`src/rtl/dispatcher.sv`:
```
// Dispatcher: one-entry holding register between the instruction queue and
// the execution back end. On accept it allocates a ROB entry, renames rd,
// resolves source operands (regfile / ROB / CDB) and latches the packet.
// The held packet is then steered to the RS or the LSB.
module dispatcher #(
    parameter int DATA_LEN   = 32,
    parameter int ADDR_LEN   = 32,
    parameter int OPENUM_LEN = 6,
    parameter int ROB_LEN    = 4,
    parameter int REG_LEN    = 5
) (
    input  logic                  clk,
    input  logic                  rst,
    input  logic                  rollback,
    // instruction queue / decoder side
    input  logic                  inst_valid,
    input  logic [OPENUM_LEN-1:0] openum_in,
    input  logic                  is_ls_in,
    input  logic [REG_LEN-1:0]    rd_in,
    input  logic [REG_LEN-1:0]    rs1_in,
    input  logic [REG_LEN-1:0]    rs2_in,
    input  logic [DATA_LEN-1:0]   imm_in,
    input  logic [ADDR_LEN-1:0]   pc_in,
    output logic                  ready_to_iq,
    // register file read
    output logic [REG_LEN-1:0]    rs1_to_reg,
    output logic [REG_LEN-1:0]    rs2_to_reg,
    input  logic [DATA_LEN-1:0]   V1_from_reg,
    input  logic [DATA_LEN-1:0]   V2_from_reg,
    input  logic [ROB_LEN-1:0]    Q1_from_reg,
    input  logic [ROB_LEN-1:0]    Q2_from_reg,
    // ROB ready query
    output logic [ROB_LEN-1:0]    Q1_to_rob,
    output logic [ROB_LEN-1:0]    Q2_to_rob,
    input  logic                  Q1_ready_from_rob,
    input  logic                  Q2_ready_from_rob,
    input  logic [DATA_LEN-1:0]   V1_from_rob,
    input  logic [DATA_LEN-1:0]   V2_from_rob,
    // ROB allocation
    input  logic                  rob_full,
    input  logic [ROB_LEN-1:0]    rob_alloc_id,
    output logic                  ena_to_rob,
    output logic [REG_LEN-1:0]    rd_to_rob,
    output logic [OPENUM_LEN-1:0] openum_to_rob,
    output logic [ADDR_LEN-1:0]   pc_to_rob,
    // register rename
    output logic                  ena_rename_to_reg,
    output logic [REG_LEN-1:0]    rd_to_reg,
    output logic [ROB_LEN-1:0]    rob_id_to_reg,
    // common data bus
    input  logic                  cdb_valid,
    input  logic [ROB_LEN-1:0]    cdb_rob_id,
    input  logic [DATA_LEN-1:0]   cdb_value,
    // back end
    input  logic                  rs_full,
    input  logic                  lsb_full,
    output logic                  ena_to_rs,
    output logic                  ena_to_lsb,
    output logic [OPENUM_LEN-1:0] openum_out,
    output logic [DATA_LEN-1:0]   V1_out,
    output logic [DATA_LEN-1:0]   V2_out,
    output logic [ROB_LEN-1:0]    Q1_out,
    output logic [ROB_LEN-1:0]    Q2_out,
    output logic [ADDR_LEN-1:0]   pc_out,
    output logic [DATA_LEN-1:0]   imm_out,
    output logic [ROB_LEN-1:0]    rob_id_out
);

    logic                  r_valid;
    logic                  r_is_ls;
    logic [OPENUM_LEN-1:0] r_openum;
    logic [DATA_LEN-1:0]   r_V1;
    logic [DATA_LEN-1:0]   r_V2;
    logic [ROB_LEN-1:0]    r_Q1;
    logic [ROB_LEN-1:0]    r_Q2;
    logic [ADDR_LEN-1:0]   r_pc;
    logic [DATA_LEN-1:0]   r_imm;
    logic [ROB_LEN-1:0]    r_rob_id;

    logic                  w_dispatch;
    logic                  w_ready;
    logic                  w_accept;
    logic [DATA_LEN-1:0]   w_V1;
    logic [DATA_LEN-1:0]   w_V2;
    logic [ROB_LEN-1:0]    w_Q1;
    logic [ROB_LEN-1:0]    w_Q2;

    // Handshake: dispatch of the held entry and acceptance of a new one
    always_comb begin
        w_dispatch = r_valid && !rst && !rollback && (r_is_ls ? !lsb_full : !rs_full);
        w_ready    = !rst && !rollback && !rob_full && (!r_valid || w_dispatch);
        w_accept   = inst_valid && w_ready;
    end

    // Operand resolution at accept: regfile value, ROB value, then same-cycle CDB
    always_comb begin
        w_V1 = V1_from_reg;
        w_Q1 = '0;
        if (Q1_from_reg != '0) begin
            if (Q1_ready_from_rob)
                w_V1 = V1_from_rob;
            else if (cdb_valid && cdb_rob_id == Q1_from_reg)
                w_V1 = cdb_value;
            else
                w_Q1 = Q1_from_reg;
        end
        w_V2 = V2_from_reg;
        w_Q2 = '0;
        if (Q2_from_reg != '0) begin
            if (Q2_ready_from_rob)
                w_V2 = V2_from_rob;
            else if (cdb_valid && cdb_rob_id == Q2_from_reg)
                w_V2 = cdb_value;
            else
                w_Q2 = Q2_from_reg;
        end
    end

    // Combinational side-band outputs: lookups, ROB allocation, rename, strobes
    always_comb begin
        ready_to_iq       = w_ready;
        rs1_to_reg        = rs1_in;
        rs2_to_reg        = rs2_in;
        Q1_to_rob         = Q1_from_reg;
        Q2_to_rob         = Q2_from_reg;
        ena_to_rob        = w_accept;
        rd_to_rob         = rd_in;
        openum_to_rob     = openum_in;
        pc_to_rob         = pc_in;
        ena_rename_to_reg = w_accept && (rd_in != '0);
        rd_to_reg         = rd_in;
        rob_id_to_reg     = rob_alloc_id;
        ena_to_rs         = w_dispatch && !r_is_ls;
        ena_to_lsb        = w_dispatch && r_is_ls;
    end

    // Holding register: reload on accept, drain on dispatch, snoop CDB while held
    always_ff @(posedge clk) begin
        if (rst) begin
            r_valid  <= 1'b0;
            r_is_ls  <= 1'b0;
            r_openum <= '0;
            r_V1     <= '0;
            r_V2     <= '0;
            r_Q1     <= '0;
            r_Q2     <= '0;
            r_pc     <= '0;
            r_imm    <= '0;
            r_rob_id <= '0;
        end else if (rollback) begin
            r_valid <= 1'b0;
        end else if (w_accept) begin
            r_valid  <= 1'b1;
            r_is_ls  <= is_ls_in;
            r_openum <= openum_in;
            r_V1     <= w_V1;
            r_V2     <= w_V2;
            r_Q1     <= w_Q1;
            r_Q2     <= w_Q2;
            r_pc     <= pc_in;
            r_imm    <= imm_in;
            r_rob_id <= rob_alloc_id;
        end else if (w_dispatch) begin
            r_valid <= 1'b0;
        end else if (r_valid && cdb_valid) begin
            if (r_Q1 != '0 && cdb_rob_id == r_Q1) begin
                r_V1 <= cdb_value;
                r_Q1 <= '0;
            end
            if (r_Q2 != '0 && cdb_rob_id == r_Q2) begin
                r_V2 <= cdb_value;
                r_Q2 <= '0;
            end
        end
    end

    // Registered packet, shared by RS and LSB
    always_comb begin
        openum_out = r_openum;
        V1_out     = r_V1;
        V2_out     = r_V2;
        Q1_out     = r_Q1;
        Q2_out     = r_Q2;
        pc_out     = r_pc;
        imm_out    = r_imm;
        rob_id_out = r_rob_id;
    end

endmodule
```
`config.mk`:
```
export PLATFORM = sky130hd
export DESIGN_NAME = dispatcher
export DESIGN_NICKNAME = d
export VERILOG_FILES = /design/src/rtl/dispatcher.sv
export SDC_FILE = /design/constraint.sdc
export NUM_CORES = 1
export LEC_CHECK = 0
export CAP_MARGIN = 15
export CORE_AREA = 2 2 193 195
export CTS_BUF_LIST = sky130_fd_sc_hd__clkbuf_4 sky130_fd_sc_hd__clkbuf_8
export DETAILED_ROUTE_END_ITERATION = 10
export DIE_AREA = 0 0 195 197
export GPL_TIMING_DRIVEN = 0
export PLACE_DENSITY = 0.56
export SYNTH_ARGS = -nofsm -noshare
export SYNTH_HDL_FRONTEND = slang
export SYNTH_SLANG_ARGS = --single-unit
```
`constraint.sdc`:
```
create_clock -name clk -period 2.15 [get_ports clk]
set_input_delay 0.3225 -clock clk [delete_from_list [all_inputs] [get_ports clk]]
set_output_delay 0.3225 -clock clk [all_outputs]
set_load 0.02 [all_outputs]
```
==> flow_metrics.tcl <==
set metrics [dict create \
    status "finished, violations left" \
    failed_checks "setup timing" \
    critPathArrivalTime_ns 2.25 \
    setup_violations 33 \
    async_reset_ff_frac 0 \
    cp_num_buf_inv 3 \
    rr_worst_depth 7 \
    path_clk_slew_ns 0.09 \
    fin_cells 2354 \
    crit_path_end_kind "output port" \
    fin_util 0.477 \
    slew-limit-headroom 0.427 \
    synth-edff-count 0 \
    setup_slack_ns -0.425 \
    hpwl_um 42300 \
    yosysUniqueCellTypes 35 \
    clock_insertion_delay_worst_skew_ns 0.51 \
    path_class "flip-flop to output port" \
    hold_viol 0 \
    ir_drop_uv 407 \
    core_area_mm2 0.0363 \
    drt_iter0_drc 1093 \
    rsz0062_at_grt "yes" \
    clock_path_buffers 2 \
    cp-start-kind "flip-flop" \
    grt_use_met1 0.373 \
    path_delay_family "compound AO/OA/AOI/OAI gates" \
    worstPathRequired_ns 1.83 \
    fmax_mhz 388 \
    synthToLayoutAreaGrowth_pct 70.1 \
    min_to "r_is_ls" \
    placedCellCount 2306 \
    min_from "is_ls_in" \
    die_area_mm2 0.0384 \
    slowest_delay_ns 0.38 \
    grt_use_met2 0.463 \
    use_met3 0.0551 \
    min_period_ns 2.57 \
    finalCritPeriodShare 1.20 \
    start_util 0.280 \
    p_leak_nw 5.55 \
    routed_wl_um 56300 \
    r2r_start "r_is_ls" \
    yosysSeqAreaShare 0.292 \
    cts_hold_buf 0 \
    ys.flop_type "dfxtp_1" \
    yosys_warnings 0 \
    grt_max_degree 17 \
    viasPerCell 5.60 \
    clock_sinks 148 \
    crit_fanout 4 \
    cp_slowest_cell "a2111oi_4" \
    synth_nets 1633 \
    r2r_slack_ns -0.03 \
    wl_per_cell_um 23.9 \
    ys_ff_latch 148 \
    r2r_end "V2_out[9]" \
    place_congestion 0.888 \
    postLayoutCellArea_mm2 0.0173 \
    avgSynthCellArea_um2 7.47 \
    grt_overflow 0 \
    cts-root-buf "clkbuf_8" \
    ant_nets 0 \
    syn-cell-area_mm2 0.0102 \
    crit_chain "mux2_4, a2111oi_4, nand2_4, buf_8, buf_12, a21oi_4, buf_6" \
    grt_pass1_vias 12700 \
    drt_first_pass_iters 8 \
    fp-row-count 70 \
    die_width_um 195 \
    clock_skew_ns 0.0134 \
    power_density_mw_per_mm2 456 \
    max_cap_viol_count 0 \
    grt_antenna_before_repair 3 \
    ios 493 \
    top_usage_layer "met2" \
    htree_levels 4 \
    port_buffers 476 \
    drive_above_1_share 0.167 \
    fin_nets 2143 \
    dieHeight_um 197 \
    cts_buffers 17 \
    track_usage 0.281 \
    netlist_instances 1361 \
    placed_cell_area_mm2 0.0155 \
    drv_slew 0 \
    drc 0 \
    via_count 13200 \
    hold_class "input port to flip-flop" \
    cts_tree "yes" \
    max_slew.worst_pin.slew_ns 0.859 \
    grt_pass1_wl_um 81500 \
    holdPathStages 3 \
]
## cell type report
cell class	instances	area, um2
diodes	2	5.00
fillers	3624	19000
clock buffers	19	262
plain buffers	206	1290
multi-input cells	996	7060
repair buffers	496	4930
inverters	6	35.0
clock inverters	13	148
well taps	468	586
flip-flops and latches	148	2970
## layer usage
layer	up-vias	share of wire	wire, um
li1	5956	-	-
met3	89	0.074	4190
met2	729	0.47	26600
met1	6396	0.43	24200
met4	2	0.023	1290
met5	-	0.00023	13
## worst max-delay path by stage
stage	startpoint	endpoint	slack [ns]	depth (start not counted)
2_1_floorplan	r_is_ls	ena_rename_to_reg	-0.009	6
6_report	r_is_ls	ena_rename_to_reg	-0.42	7
5_1_grt	r_is_ls	ena_rename_to_reg	-0.52	7
3_3_place_gp	Q1_from_reg[1]	V1_out[2]	-1.07	7
3_5_place_dp	rs_full	ena_to_rob	-1.06	7
4_1_cts	r_is_ls	ena_rename_to_reg	-0.57	7
## sequential cells by signal (all words and copies together), names as in the netlist
| register | flops |
|---|---|
| V2_out | 32 |
| rob_id_out | 4 |
| Q2_out | 4 |
| r_valid | 1 |
| openum_out | 6 |
| r_is_ls | 1 |
| Q1_out | 4 |
| pc_out | 32 |
| imm_out | 32 |
| V1_out | 32 |
## logic make-up after synthesis
logic type / after synthesis / share of synthesized area
xor gates and xnor gates: 12 / 0.0103
buffers and inverters: 218 / 0.112
muxes: 65 / 0.0645
AOI/OAI and AO/OA: 349 / 0.232
DFF: 148 / 0.292
and+or+nand+nor: 569 / 0.290
## synthesized netlist by cell type (3+ instances only)
cell,number,area share
nor4_1,131,0.081
a32o_1,4,0.0039
nand2_1,217,0.080
or4_1,3,0.0022
nand2b_1,136,0.084
nand3_1,65,0.032
nor2_1,4,0.0015
buf_6,4,0.0044
o211ai_1,128,0.095
nor3_1,5,0.0025
xnor2_1,6,0.0052
a22o_1,4,0.0034
buf_4,71,0.052
inv_1,5,0.0018
a21oi_1,141,0.069
a211oi_1,64,0.047
xor2_1,6,0.0052
clkbuf_1,105,0.039
dfxtp_1,148,0.29
buf_1,15,0.0055
buf_2,17,0.0084
mux2i_1,64,0.063
## what timing repair did
item                       CTS  global route
pin swaps                    5             8
cloned                       0             1
setup endpoints to repair  153           147
setup buffers                9            10
hold endpoints to repair     0             0
resized for setup          179           121
## where the power goes
part / switching, mW / leakage (nW) / internal (mW)
sequential: 0.0489 / 1.20 / 2.81
combinational: 1.42 / 4.14 / 1.15
clock: 1.33 / 0.201 / 1.11
## per-stage QoR
step           setup WS (ns)  setup TNS [ns]  hold slack [ns]  power [mW]
3_3_place_gp           -1.07         -104.73            0.442        5.22
5_1_grt               -0.520           -5.69            0.339        8.15
3_5_place_dp           -1.06         -102.15            0.447        5.24
4_1_cts               -0.569           -7.45            0.324        7.77
6_report              -0.425           -1.19            0.349        7.88
2_1_floorplan       -0.00890        -0.00890            0.402        4.01
## worst register-to-register path: stages (launching register included)
cell	delay [ns]
dfxtp_4	0.37
mux2_4	0.32
a2111oi_4	0.38
nand2_4	0.14
buf_4	0.22
clkbuf_8	0.22
nor4_2	0.31
a211oi_1	0.09
## cell usage in the layout (no fill, tap or decap), types with 3 or more instances in the layout
master           instances
nor4_4                  36
clkdlybuf4s50_1        464
buf_2                   14
buf_6                   14
dfxtp_1                147
or4_4                    3
inv_6                    4
clkbuf_8                22
clkbuf_2                31
nor4_2                  60
buf_4                   92
a32o_1                   4
nand2b_1               136
mux2i_1                 64
nand2_1                217
buf_8                    5
clkinvlp_4               3
nor3_1                   5
dlygate4sd2_1            7
buf_1                   12
inv_1                    5
xor2_1                   4
a21oi_1                140
o211ai_1               128
nand3_1                 65
nor4_1                  36
a211oi_1                63
a22o_1                   4
xnor2_1                  4
clkbuf_1                54
nor2_1                   4
Power figures use the tool's default switching activity.
